$ cat src/rtl/axis_packet_reducer.sv
// Sums the beats of each tlast-delimited packet (signed) and emits one result word per packet.
// Optional AXIS_PACKET_REDUCER_SATURATE_EN: sticky signed saturation of the accumulator.
module axis_packet_reducer #(
  parameter int DATA_WIDTH  = 16,
  parameter int ACC_WIDTH   = 32,
  parameter int PCKT_WIDTH  = 32,
  parameter int ALLOW_LOCKS = 1
) (
  input  logic                  clk,
  input  logic                  rst,
  input  logic                  operation_start,
  input  logic [PCKT_WIDTH-1:0] packet_count,
  input  logic                  lock,
  input  logic                  external_error,
  output logic                  operation_busy,
  output logic                  operation_complete,
  output logic                  operation_error,
  input  logic [DATA_WIDTH-1:0] s_axis_tdata,
  input  logic                  s_axis_tvalid,
  output logic                  s_axis_tready,
  input  logic                  s_axis_tlast,
  output logic [ACC_WIDTH-1:0]  m_axis_tdata,
  output logic                  m_axis_tvalid,
  input  logic                  m_axis_tready,
  output logic                  m_axis_tlast
);

  typedef enum logic [1:0] {S_IDLE, S_RUN, S_DONE, S_ERR} state_t;

  state_t                 state_q, state_d;
  logic [ACC_WIDTH-1:0]   acc_q, acc_d, m_data_q, m_data_d, sum, samp_ext;
  logic [PCKT_WIDTH-1:0]  pkt_cnt_q, pkt_cnt_d, cnt_q, cnt_d;
  logic                   m_valid_q, m_valid_d, m_last_q, m_last_d;
  logic                   busy_q, busy_d, cmpl_q, cmpl_d, err_q, err_d;
  logic                   lock_eff, all_pkts, accept, out_hs, start_go;

  assign lock_eff  = (ALLOW_LOCKS != 0) && lock;
  assign all_pkts  = (pkt_cnt_q == cnt_q);
  assign out_hs    = m_valid_q && m_axis_tready;
  // Once every packet's tlast is in, the input closes even while the last word drains.
  assign s_axis_tready = (state_q == S_RUN) && !lock_eff && !all_pkts && (!m_valid_q || m_axis_tready);
  assign accept    = s_axis_tvalid && s_axis_tready;
  assign samp_ext  = ACC_WIDTH'($signed(s_axis_tdata));

`ifdef AXIS_PACKET_REDUCER_SATURATE_EN
  logic                 sat_q, sat_d, ovf;
  logic [ACC_WIDTH:0]   sum_w;
  assign sum_w = {acc_q[ACC_WIDTH-1], acc_q} + {samp_ext[ACC_WIDTH-1], samp_ext};
  assign ovf   = sum_w[ACC_WIDTH] != sum_w[ACC_WIDTH-1];
  always_comb begin
    sum = sum_w[ACC_WIDTH-1:0];
    if (sat_q)    sum = acc_q;
    else if (ovf) sum = sum_w[ACC_WIDTH] ? {1'b1, {(ACC_WIDTH-1){1'b0}}} : {1'b0, {(ACC_WIDTH-1){1'b1}}};
  end
`else
  assign sum = acc_q + samp_ext;
`endif

  always_comb begin
    state_d = state_q;
    if (external_error) begin
      state_d = S_ERR;
    end else if (!lock_eff) begin
      case (state_q)
        S_IDLE, S_DONE: if (operation_start) state_d = (packet_count == '0) ? S_ERR : S_RUN;
        S_RUN:          if (all_pkts && (!m_valid_q || out_hs)) state_d = S_DONE;
        S_ERR:          state_d = S_IDLE;
        default:        state_d = S_IDLE;
      endcase
    end
  end

  assign start_go = (state_q == S_IDLE || state_q == S_DONE) && (state_d == S_RUN);

  always_comb begin
    acc_d     = acc_q;
    pkt_cnt_d = pkt_cnt_q;
    cnt_d     = cnt_q;
    m_data_d  = m_data_q;
    m_valid_d = m_valid_q;
    m_last_d  = m_last_q;
`ifdef AXIS_PACKET_REDUCER_SATURATE_EN
    sat_d     = sat_q;
`endif
    if (state_d == S_ERR) begin
      acc_d     = '0;
      pkt_cnt_d = '0;
      m_valid_d = 1'b0;
      m_last_d  = 1'b0;
`ifdef AXIS_PACKET_REDUCER_SATURATE_EN
      sat_d     = 1'b0;
`endif
    end else if (start_go) begin
      cnt_d     = packet_count;
      acc_d     = '0;
      pkt_cnt_d = '0;
`ifdef AXIS_PACKET_REDUCER_SATURATE_EN
      sat_d     = 1'b0;
`endif
    end else begin
      if (out_hs) begin
        m_valid_d = 1'b0;
        m_last_d  = 1'b0;
      end
      // A tlast beat reloads the output in the same cycle it drains: one result per cycle.
      if (accept && s_axis_tlast) begin
        m_data_d  = sum;
        m_valid_d = 1'b1;
        m_last_d  = (pkt_cnt_q == cnt_q - PCKT_WIDTH'(1));
        acc_d     = '0;
        pkt_cnt_d = pkt_cnt_q + PCKT_WIDTH'(1);
`ifdef AXIS_PACKET_REDUCER_SATURATE_EN
        sat_d     = 1'b0;
`endif
      end else if (accept) begin
        acc_d = sum;
`ifdef AXIS_PACKET_REDUCER_SATURATE_EN
        sat_d = sat_q | ovf;
`endif
      end
    end
    busy_d = (state_d == S_RUN);
    cmpl_d = (state_d == S_DONE) && (state_q != S_DONE);
    err_d  = (state_d == S_ERR) && (state_q != S_ERR);
  end

  always_ff @(posedge clk) begin
    if (rst) begin
      state_q   <= S_IDLE;
      acc_q     <= '0;
      pkt_cnt_q <= '0;
      cnt_q     <= '0;
      m_data_q  <= '0;
      m_valid_q <= 1'b0;
      m_last_q  <= 1'b0;
      busy_q    <= 1'b0;
      cmpl_q    <= 1'b0;
      err_q     <= 1'b0;
`ifdef AXIS_PACKET_REDUCER_SATURATE_EN
      sat_q     <= 1'b0;
`endif
    end else begin
      state_q   <= state_d;
      acc_q     <= acc_d;
      pkt_cnt_q <= pkt_cnt_d;
      cnt_q     <= cnt_d;
      m_data_q  <= m_data_d;
      m_valid_q <= m_valid_d;
      m_last_q  <= m_last_d;
      busy_q    <= busy_d;
      cmpl_q    <= cmpl_d;
      err_q     <= err_d;
`ifdef AXIS_PACKET_REDUCER_SATURATE_EN
      sat_q     <= sat_d;
`endif
    end
  end

  assign operation_busy     = busy_q;
  assign operation_complete = cmpl_q;
  assign operation_error    = err_q;
  assign m_axis_tdata       = m_data_q;
  assign m_axis_tvalid      = m_valid_q;
  assign m_axis_tlast       = m_last_q;

endmodule

$ cat config.mk
export PLATFORM = sky130hd
export DESIGN_NAME = axis_packet_reducer
export DESIGN_NICKNAME = d
export VERILOG_FILES = /design/src/rtl/axis_packet_reducer.sv
export SDC_FILE = /design/constraint.sdc
export NUM_CORES = 1
export LEC_CHECK = 0
export CAP_MARGIN = 20
export CORE_MARGIN = 2
export CORE_UTILIZATION = 50
export CTS_BUF_LIST = sky130_fd_sc_hd__clkbuf_8
export DETAILED_ROUTE_END_ITERATION = 8
export DONT_BUFFER_PORTS = 1
export GPL_TIMING_DRIVEN = 0
export HOLD_SLACK_MARGIN = 0.08
export PLACE_DENSITY_LB_ADDON = 0.3
export RECOVER_POWER = 100
export SLEW_MARGIN = 20
export SYNTH_ARGS = -nofsm -noshare
export SYNTH_HDL_FRONTEND = slang
export SYNTH_SLANG_ARGS = --single-unit
export TNS_END_PERCENT = 20
$ cat constraint.sdc
create_clock -name clk -period 4.6 [get_ports clk]
set_clock_uncertainty 0.2 [all_clocks]
set_input_delay 1.15 -clock clk [delete_from_list [all_inputs] [get_ports clk]]
set_output_delay 1.15 -clock clk [all_outputs]
set_load 0.05 [all_outputs]
; Word level (Yosys, flattened, before mapping)
; Cells that the tools add are included.
; Widths: inputs -> output; s select.
[word_totals]
register_bits = 135
word_cells = 60
[classes]
n_reduce_logical = 26
n_bitwise = 2
muxes = 9
n_addsub = 3
n_eq_ne = 10
[ops]
columns = operator, count
row1 = $eq 32x32->1, 2
row2 = $add 32x1->32 const B, 1
row3 = $add 32x32->32, 1
row4 = $logic_not 32->1, 1
row5 = $sub 32x1->32 const B, 1
row6 = $logic_and 1x1->1, 10
row7 = $mux 2, 5
row8 = $eq 2x2->1 const B, 4
row9 = $pmux 2 s3, 1
row10 = $eq 2x1->1 const B, 2
row11 = $ne 2x2->1 const B, 2
row12 = $reduce_and 2->1, 2
row13 = $reduce_or 2->1, 2
row14 = $reduce_or 4->1, 1
row15 = $logic_not 1->1, 3
row16 = $logic_or 1x1->1, 3
row17 = $mux 1, 3
row18 = $reduce_and 3->1, 1
row19 = $reduce_or 3->1, 1
row20 = $logic_not 2->1, 1
row21 = $not 1->1, 2
row22 = $reduce_bool 2->1, 1

; Longest topological paths before layout
; Gate-level depths: netlist of run 1.
[depth]
depth_word = 11
mapped_depth = 12
depth_no_buf = 12

; Least setup slack after synthesis of run 1
; Ideal clock, no wire load.
[synth_timing]
path_kind = input port to output port
startpoint = in m_axis_tready
endpoint = out s_axis_tready
cell_stages = 3
required_time_ns = 3.250
path_slack_ns = 0.834
arrival_time_ns = 2.416
path_cell_list = nand2b_1 -> nand3b_1 -> nor3_1
[synth_between]
elab_chain_cells = 2
[synth_lines]
columns = element, line_no
row1 = from (decl), 24  ; input logic m_axis_tready,
row2 = $logic_or 1x1->1, 41  ; assign s_axis_tready = (state_q == S_RUN) && !lock_eff && !all_pkts && (!m_valid_q || m_axis_tready);
row3 = $logic_and 1x1->1, 41
row4 = to (decl), 20  ; output logic s_axis_tready,
; No other way between the ends.

; Worst setup path in the final report of run 1
[layout_timing]
startpoint = reg pkt_cnt_q[20]
endpoint = out s_axis_tready
[layout_between]
elab_chain_cells = 4
[layout_lines]
columns = element, line_no
row1 = from (decl), 32  ; logic [PCKT_WIDTH-1:0] pkt_cnt_q, pkt_cnt_d, cnt_q, cnt_d;
row2 = from (signal assigned), 145  ; pkt_cnt_q <= pkt_cnt_d;
row3 = $eq 32x32->1, 38  ; assign all_pkts = (pkt_cnt_q == cnt_q);
row4 = $logic_not 1->1, 41
row5 = $logic_and 1x1->1 (2 in a row), 41
; No other way between the ends.

==> results.md, run 1 <==
- Max-Cap Viols: 0
- Adder-cell share of the synthesized area: 5.44%
- Worst r2r src: m_axis_tvalid
- Post-Place Cells: 1179
- Crit path max fanout: 10
- Status: finished, final reports clean
- GR peak layer: met2
- First-pass GRT wire length: 32.9 mm
- Largest family of logic cells by synthesized area: simple AND/OR/NAND/NOR gates
- # IOs: 94
- Met1 usage: 34.0%
- Syn Nets: 1053
- Hold EP: acc_q[29]
- Primary FF master, synth: dfxtp_1
- DR WL/cell: 17.1 um
- Layout cell share with drive strength beyond 1: 5.33%
- Drt first pass iters: 5
- Fmax: 0.234 GHz
- Die Wd: 130 um
- Worst hold margin: 0.283 ns
- Routed Antenna Nets: 0
- Minimum clock period: 4.27 ns
- Core area: 0.0157 sq mm
- Critical path type: flop to primary output
- Worst Hold Class: flop to flop
- Slowest stage delay, CP: 0.57 ns
- Setup bufs post-CTS: 0
- Clk sink count: 135
- # nets final: 1072
- H-Tree Depth: 4
- Largest net degree at the start of global routing: 20
- Register area: 0.00270 sq mm
- Power Dens Cells: 310 mW/mm^2
- Layout area overhead: 8.26%
- Port Buffers: 0
- Post-synthesis cell area: 0.00797 sq mm
- Hold Crit Depth: 2
- Critical path's most frequent cell: clkbuf_1
- Count of hold-fix buffers inserted at cts: 0
- Starting Density: 50.7%
- Gpl congestion: 0.936
- Worst hold path startpoint: acc_q[29]
- Async SR Flop Fraction: 0%
- Die Height: 130 um
- Mean area per synthesized cell: 8.27 sq um
- # diodes: 0
- Synth Area in Compound Gates: 13.5%
- Cells after Synth: 963
- Seq/Total Area, Yosys: 33.9%
- R2R Setup Slk: 0.85 ns
- Critical path data arrival time: 2.92 ns
- CTS buffer count: 17
- P_leak: 0.00351 uW
- Root buffer cell: clkbuf_8
- Initial antenna violation count: 0
- Row count: 46
- R2R Path End: pkt_cnt_q[22]
- Multi-input logic area: 0.00494 sq mm
- Initial DRC count: 538
- Total power: 2670 uW
- Slew @ Worst Pin: 1.10 ns
- CTS clk-pin slew, worst paths: 0.08 ns
- CP endpoint kind: primary output
- Vias in the first global route: 6434
- Max clock buf depth: 2
- Slowest CP cell: nor4_1
- Synthesized flop and latch total: 135
- Worst R2R Path Depth: 10
- Die area: 0.0170 sq mm
- Slew HR: 25.8%
- Setup TNS: 0 ns
- GR Overflow Total: 0
- M3 GR Usage: 7.54%
- Total wire length: 20.8 mm
- Clock tree from TritonCTS: built
- RSZ-0062 raised after global routing: false
- Post-CTS sizing: 0
- Endpoints failing hold: 0
- Count of pins over their slew limit: 0
- Crit path required time: 3.25 ns
- Via/cell ratio: 5.74
- DRC errors left: 0
- Max VDD drop: 200 uV
- Post-route insts no fill: 1211
- Unique masters post-synth: 68
- Mux cell area share after synthesis: 7.67%
- Synth warnings: 0
- Setup-failing EPs final: 0
- Setup ws final: 0.326 ns
- Post-synthesis xor/xnor area fraction: 11.4%
- Worst setup SP type: flop
- Worst-Skew Late Latency: 0.46 ns
- Simple-gate share of the synthesized area: 24.2%
- Pre-CTS WS: 0.449 ns
- Via count: 6946
- Period utilisation layout: 92.9%
- Post-DP HPWL: 15.6 mm
- GR Util met2: 38.2%
- EDFF count, synth: 0
- GRT Total Usage: 25.0%
- CP cell instances: clkbuf_1 -> xnor2_1 -> nand4_1 -> nor4_1 -> and3_1 -> clkbuf_1 -> nor3_2
- Fillers: 1514
worst max-delay path by stage:
stage,start,endpoint,cells past startpoint
CTS,pkt_cnt_q[20],s_axis_tready,7
detailed placement,s_axis_tdata[10],acc_q[31],11
global placement,cnt_q[4],s_axis_tready,7
floorplan,m_axis_tready,s_axis_tready,3
global route,pkt_cnt_q[2],s_axis_tready,7
finish,pkt_cnt_q[20],s_axis_tready,7
kinds of logic (layout without fill, tap and decap cells):
| group | count (synthesis) | count (layout) |
|---|---|---|
| AO/OA/AOI/OAI | 175 | 175 |
| flip-flops | 135 | 135 |
| buffers and inverters | 66 | 98 |
| XOR/XNOR | 102 | 102 |
| AND/OR/NAND/NOR | 390 | 390 |
| multiplexers | 61 | 61 |
| adder cells (fa/ha/maj) | 34 | 34 |
final cells by class:
cell class / count / share of cell area (%)
buffer: 48 / 2.55
clock buffer: 22 / 3.51
clock inverter: 10 / 1.36
inverter: 18 / 0.784
multi-input combinational: 762 / 57.3
sequential: 135 / 31.3
tap: 216 / 3.13
flip-flops by register name, indices dropped and copies added, names as in the netlist:
| signal | flops |
|---|---|
| cnt_q | 32 |
| m_axis_tdata | 32 |
| m_axis_tvalid | 1 |
| operation_error | 1 |
| m_axis_tlast | 1 |
| operation_complete | 1 |
| pkt_cnt_q | 32 |
| state_q | 2 |
| acc_q | 32 |
| operation_busy | 1 |
cell usage in the layout, fill, tap and decap left out, types with 30 or more instances in the layout:
master and n:
xnor2_1 50, mux2i_1 61, dfxtp_1 135, nand3_1 30
a21oi_1 70, clkbuf_1 38, o21ai_0 37, nor2_1 116
xor2_1 51, ha_1 33, nand2_1 109
per-layer routing:
metal	wire length (um)	part of all wire [%]
met5	0	0
met4	516	2.5
met3	1820	8.8
met2	8970	43
met1	9450	46
synth_stat cells (15+ instances only):
library cell | number | area share (%)
buf_2 | 15 | 0.94
xnor2_1 | 50 | 5.5
nor4_1 | 16 | 1.3
nor2_1 | 116 | 5.5
a21oi_1 | 70 | 4.4
nand3_1 | 30 | 1.9
clkbuf_1 | 25 | 1.2
dfxtp_1 | 135 | 34
nand2_1 | 109 | 5.1
xor2_1 | 51 | 5.6
mux2i_1 | 61 | 7.7
and3_1 | 19 | 1.5
nand4_1 | 21 | 1.6
inv_1 | 18 | 0.85
o21ai_0 | 35 | 2.2
ha_1 | 33 | 5.2
per-stage QoR:
step	instance area (sq um)	util, %
2_1_floorplan	7970	-
3_3_place_gp	8240	52.4
3_5_place_dp	8240	52.4
4_1_cts	8660	55.1
5_1_grt	8620	54.9
6_report	8620	54.9
critical path, delay by kind of cell (launching register included):
kind,cells,cell delay [ns]
flops,1,0.31
simple gates,4,1.27
xor+xnor,1,0.20
buf+inv,2,0.70
power breakdown:
| group | total (uW) | internal (uW) | switching [uW] |
|---|---|---|---|
| combinational | 403 | 156 | 247 |
| sequential | 1220 | 1190 | 37.5 |
| clock | 1040 | 554 | 489 |
(Power assumes the default switching activity.)
==> inputs of run 2 (changes only) <==
--- a/config.mk
+++ b/config.mk
@@ -6,8 +6,11 @@
 export NUM_CORES = 1
 export LEC_CHECK = 0
 export CAP_MARGIN = 20
+export CELL_PAD_IN_SITES_DETAIL_PLACEMENT = 1
+export CELL_PAD_IN_SITES_GLOBAL_PLACEMENT = 2
+export CORE_ASPECT_RATIO = 1.25
 export CORE_MARGIN = 2
-export CORE_UTILIZATION = 50
+export CORE_UTILIZATION = 40
 export CTS_BUF_LIST = sky130_fd_sc_hd__clkbuf_8
 export DETAILED_ROUTE_END_ITERATION = 8
 export DONT_BUFFER_PORTS = 1
==> run 2 against run 1 <==
Core utilization shrank 10 points; combinational power grew 1%; final cell count grew 4.0%; final area grew 1.3%; wire length grew 13%; register-to-register slack lost 0.19 ns; maximum frequency shrank 1.4%; first-iteration DRC count shrank 48%; global-route usage shrank 2.0 points; non-clock buffer count is the same; clock-buffer cell count shrank 4; worst setup slack lost 0.061 ns.
==> results.md, run 2 (synthesis gave the netlist of run 1 again) <==
- Most frequent cells in the layout: 135 x dfxtp_1, 116 x nor2_1, 109 x nand2_1
- Die area: 0.0211 sq mm
- Core area: 0.0195 sq mm
- # nets final: 1072
- Routed Antenna Nets: 0
- Worst-Skew Late Latency: 0.45 ns
- Post-DP HPWL: 18.3 mm
- Slew @ Worst Pin: 1.30 ns
- Max clock buf depth: 2
- Max-Cap Viols: 0
- Via count: 6900
- Via/cell ratio: 5.48
- Worst Hold Class: flop to flop
- Drt first pass iters: 4
- Met1 usage: 25.3%
- Setup bufs post-CTS: 0
- Die Wd: 130 um
- M3 GR Usage: 5.37%
- Worst setup SP type: flop
- Starting Density: 40.9%
- Commonest non-fill, non-tap cell in the layout: dfxtp_1
- Critical path data arrival time: 2.99 ns
- Root buffer cell: clkbuf_8
- Crit path max fanout: 10
- Port Buffers: 0
- CTS buffer count: 17
- Max VDD drop: 167 uV
- Initial DRC count: 282
- CP endpoint kind: primary output
- R2R Setup Slk: 0.66 ns
- Largest net degree at the start of global routing: 20
- # diodes: 0
- # IOs: 94
- Layout area overhead: 9.72%
- P_leak: 0.00354 uW
- Post-CTS sizing: 0
- Gpl congestion: 0.859
- CP cell instances: clkbuf_1 -> xnor2_1 -> nand4_1 -> nor4_1 -> and3_1 -> clkbuf_1 -> nor3_2
- Minimum clock period: 4.34 ns
- GR Util met2: 42.1%
- GR peak layer: met2
- Critical path origin: pkt_cnt_q[20]
- Endpoints failing hold: 0
- Vias in the first global route: 7118
- RSZ-0062 raised after global routing: false
- Slew HR: 12.3%
- Worst hold path startpoint: acc_q[29]
- Count of hold-fix buffers inserted at cts: 0
- Power Dens Cells: 326 mW/mm^2
- Final core utilization: 44.9%
- Total wire length: 23.4 mm
- Count of pins over their slew limit: 0
- R2R Path End: pkt_cnt_q[14]
- DR WL/cell: 18.5 um
- CTS clk-pin slew, worst paths: 0.08 ns
- Period utilisation layout: 94.3%
- Initial antenna violation count: 0
- Slowest CP cell: nor4_1
- H-Tree Depth: 4
- Layout cell share with drive strength beyond 1: 5.13%
- Fmax: 0.231 GHz
- Status: finished, final reports clean
- Worst r2r src: m_axis_tvalid
- Clk sink count: 135
- Last element of the critical path: s_axis_tready
- Slowest stage delay, CP: 0.53 ns
- GR Overflow Total: 0
- Clock tree from TritonCTS: built
- Critical path type: flop to primary output
- Worst R2R Path Depth: 10
- First-pass GRT wire length: 37.4 mm
- GRT Total Usage: 23.0%
- Crit path required time: 3.25 ns
- Die Height: 162 um
- Setup-failing EPs final: 0
- Setup TNS: 0 ns
- Critical path's most frequent cell: clkbuf_1
- DRC errors left: 0
- Row count: 57
[run 2: cell types whose count changed in the layout (fill, tap and decap cells not counted), sizes merged]
cell      change
bufinv        +4
clkbuf        -4
clkinv        +1
clkinvlp      -3
inv           +1
[run 2: metal layers]
metal / share of wire [%] / vias up
li1: - / 3448
met1: 40 / 3299
met2: 52 / 115
met3: 4.4 / 38
met4: 3.3 / 0
met5: 0 / -
[run 2: worst min path at each step]
stage,end,slack (ns),depth (start not counted)
floorplan,acc_q[27],0.25,2
global placement,acc_q[29],0.26,2
detailed placement,acc_q[16],0.27,2
CTS,acc_q[16],0.29,2
global route,acc_q[20],0.31,2
finish,acc_q[29],0.28,2
[run 2: stage by stage]
stage          total power (uW)  setup WS (ns)  hold WS [ns]  cells  area, sq um
2_1_floorplan              1560          0.834         0.253    963         7970
3_3_place_gp               1660          0.372         0.264   1228         8300
3_5_place_dp               1670          0.361         0.274   1228         8300
4_1_cts                    2880          0.199         0.285   1259         8780
5_1_grt                    2970         0.0381         0.309   1259         8740
6_report                   2850          0.264         0.282   1259         8740
[run 2: final cells by class]
cell class | count | area [sq um]
Sequential cell | 135 | 2700
Fill cell | 2425 | 10700
Buffer | 48 | 220
Clock buffer | 18 | 248
Tap cell | 265 | 332
Inverter | 18 | 67.6
Clock inverter | 13 | 228
Multi-Input combinational cell | 762 | 4940
[run 2: power breakdown]
part / switching (uW) / internal (uW)
combinational: 252 / 157
clock: 501 / 711
sequential: 38.2 / 1190
[run 2: worst max-delay path: cells and delay by family, from the launching register on]
family / cells / cell delay [ns]
DFF: 1 / 0.31
xor gates and xnor gates: 1 / 0.24
buffers and inverters: 2 / 0.71
and+or+nand+nor: 4 / 1.27
==> inputs of run 3 (changes only) <==
--- a/config.mk
+++ b/config.mk
@@ -5,7 +5,7 @@
 export SDC_FILE = /design/constraint.sdc
 export NUM_CORES = 1
 export LEC_CHECK = 0
-export CAP_MARGIN = 20
+export CAP_MARGIN = 25
 export CELL_PAD_IN_SITES_DETAIL_PLACEMENT = 1
 export CELL_PAD_IN_SITES_GLOBAL_PLACEMENT = 2
 export CORE_ASPECT_RATIO = 1.25
@@ -16,7 +16,7 @@
 export DONT_BUFFER_PORTS = 1
 export GPL_TIMING_DRIVEN = 0
 export HOLD_SLACK_MARGIN = 0.08
-export PLACE_DENSITY_LB_ADDON = 0.3
+export PLACE_DENSITY_LB_ADDON = 0.05
 export RECOVER_POWER = 100
 export SLEW_MARGIN = 20
 export SYNTH_ARGS = -nofsm -noshare
==> run 3 against run 2 <==
Critical path type is now input port to flop; via count increased by 1.3%; sequential power about the same; core utilization decreased by 0.34 points; largest power group unchanged; total power decreased by 2.1%; critical path depth increased by 3; global-route usage increased by 0.43 points; clock-buffer cell count unchanged; register-to-register slack got worse by 0.37 ns; combinational power about the same; final cell count unchanged; clock power decreased by 5%.
==> results.md, run 3 (synthesis gave the netlist of run 1 again) <==
- Status: finished, final reports clean
- Multi-input logic area: 0.00492 sq mm
- Setup bufs post-CTS: 0
- Core area: 0.0195 sq mm
- # nets final: 1072
- Die area: 0.0211 sq mm
- Post-DP Area: 0.00830 sq mm
- Register area: 0.00270 sq mm
- Worst-Skew Late Latency: 0.46 ns
- GRT Total Usage: 23.5%
- Register share of total power: 44.0%
- Slew @ Worst Pin: 1.20 ns
- Port Buffers: 0
- Count of pins over their slew limit: 0
- Hold EP: acc_q[18]
- Post-DP HPWL: 19.0 mm
- Most frequent cells in the layout: 135 x dfxtp_1, 116 x nor2_1, 110 x nand2_1
- Endpoints failing hold: 0
- Via count: 6989
- Initial antenna violation count: 0
- Vias in the first global route: 7322
- Initial DRC count: 216
- Largest net degree at the start of global routing: 20
- Clk sink count: 135
- Drt first pass iters: 4
- Critical path type: input port to flop
- Via/cell ratio: 5.55
- Fmax: 0.229 GHz
- Row count: 57
- Max VDD drop: 208 uV
- Count of hold-fix buffers inserted at cts: 0
- Slew HR: 19.6%
- Period utilisation layout: 94.9%
- H-Tree Depth: 4
- DRC errors left: 0
- Max clock buf depth: 2
- Worst setup SP type: input port
- Clock tree from TritonCTS: built
- Worst R2R Path Depth: 10
- Critical path origin: m_axis_tready
- Layout cell share with drive strength beyond 1: 4.83%
- Commonest non-fill, non-tap cell in the layout: dfxtp_1
- Internal: 2000 uW
- Sw Ratio: 28.3%
- Final instance area: 0.00867 sq mm
- Minimum clock period: 4.37 ns
- P_sw: 790 uW
- Comb power frac: 14.6%
- Die Wd: 130 um
- CTS clk-pin slew, worst paths: 0.08 ns
- Crit path required time: 4.75 ns
- Setup-failing EPs final: 0
- # IOs: 94
- CP endpoint kind: flop
- CTS buffer count: 17
- Gpl congestion: 0.856
- Fillers: 2389
- Hold Crit Depth: 2
- Worst hold path startpoint: acc_q[18]
- Crit path max fanout: 10
- P_leak: 0.00350 uW
- Worst r2r src: m_axis_tvalid
- DR WL/cell: 19.1 um
- Power Dens Cells: 321 mW/mm^2
- Setup TNS: 0 ns
- RSZ-0062 raised after global routing: false
- First-pass GRT wire length: 38.3 mm
- Root buffer cell: clkbuf_8
- R2R Path End: pkt_cnt_q[22]
- Clock share of power: 41.4%
- Layout area overhead: 8.89%
- # diodes: 0
- Worst Hold Class: flop to flop
- GR Overflow Total: 0
- Routed Antenna Nets: 0
- Max-Cap Viols: 0
- Critical path data arrival time: 4.52 ns
- Starting Density: 40.9%
- Die Height: 162 um
- Total wire length: 24.0 mm
- R2R Setup Slk: 0.29 ns
[run 3: cell count changes in the layout (fill, tap and decap cells not counted), moves of 2 or more]
cell,delta
and2_0,+2
clkbuf_2,+2
clkinvlp_4,+2
buf_6,-3
[run 3: timing repair]
action                     in CTS  in global routing
resized for setup               0                  1
hold endpoints to repair        0                  0
setup endpoints to repair       0                  1
[run 3: worst max-delay path by stage]
stage                     depth (start not counted)  slack, ns            end
final                                            10       0.23  pkt_cnt_q[22]
after global routing                             10       0.04  pkt_cnt_q[22]
after CTS                                         7       0.05  s_axis_tready
after detailed placement                         11       0.42      acc_q[31]
after global placement                            7       0.42  s_axis_tready
after floorplan                                   3       0.83  s_axis_tready
[run 3: power by group through the flow]
stage	logic [uW]	clock network (uW)	registers, uW
floorplan	319	0	1250
global placement	408	0	1250
detailed placement	422	0	1250
CTS	424	1180	1230
global route	457	1240	1230
finish	407	1150	1230
[run 3: cell type report]
class	instances	area share, %
Clock buffer	18	2.86
Buffer	48	2.31
Multi-Input combinational cell	762	56.7
Tap cell	265	3.82
Clock inverter	13	2.35
Sequential cell	135	31.2
Inverter	18	0.779
[run 3: stage by stage]
step | power, uW | worst slack, ns | util, % | hold WS, ns | cells
6_report | 2790 | 0.234 | 44.5 | 0.286 | 1259
3_3_place_gp | 1660 | 0.417 | 42.6 | 0.264 | 1228
5_1_grt | 2920 | 0.0370 | 44.5 | 0.311 | 1259
3_5_place_dp | 1680 | 0.421 | 42.6 | 0.275 | 1228
2_1_floorplan | 1560 | 0.834 | - | 0.253 | 963
4_1_cts | 2830 | 0.0456 | 45.0 | 0.287 | 1259
[run 3: worst max-delay path, cell delays in order]
cell and delay [ns]:
nand2b_1 0.12, nand3b_1 0.16, or3b_1 0.39, clkbuf_2 0.23
a31oi_2 0.58, nand2_1 0.36, nor4_2 1.07, nand4_1 0.21
xor2_1 0.20, nor2_1 0.05
[run 3: per-layer routing]
| metal | GRT usage, % | vias to the layer above | share of wire (%) |
|---|---|---|---|
| met3 | 5.04 | 48 | 3.7 |
| met5 | 0 | - | 0 |
| met4 | 10.5 | 0 | 3.7 |
| li1 | - | 3434 | - |
| met2 | 43.3 | 118 | 53 |
| met1 | 25.3 | 3389 | 40 |
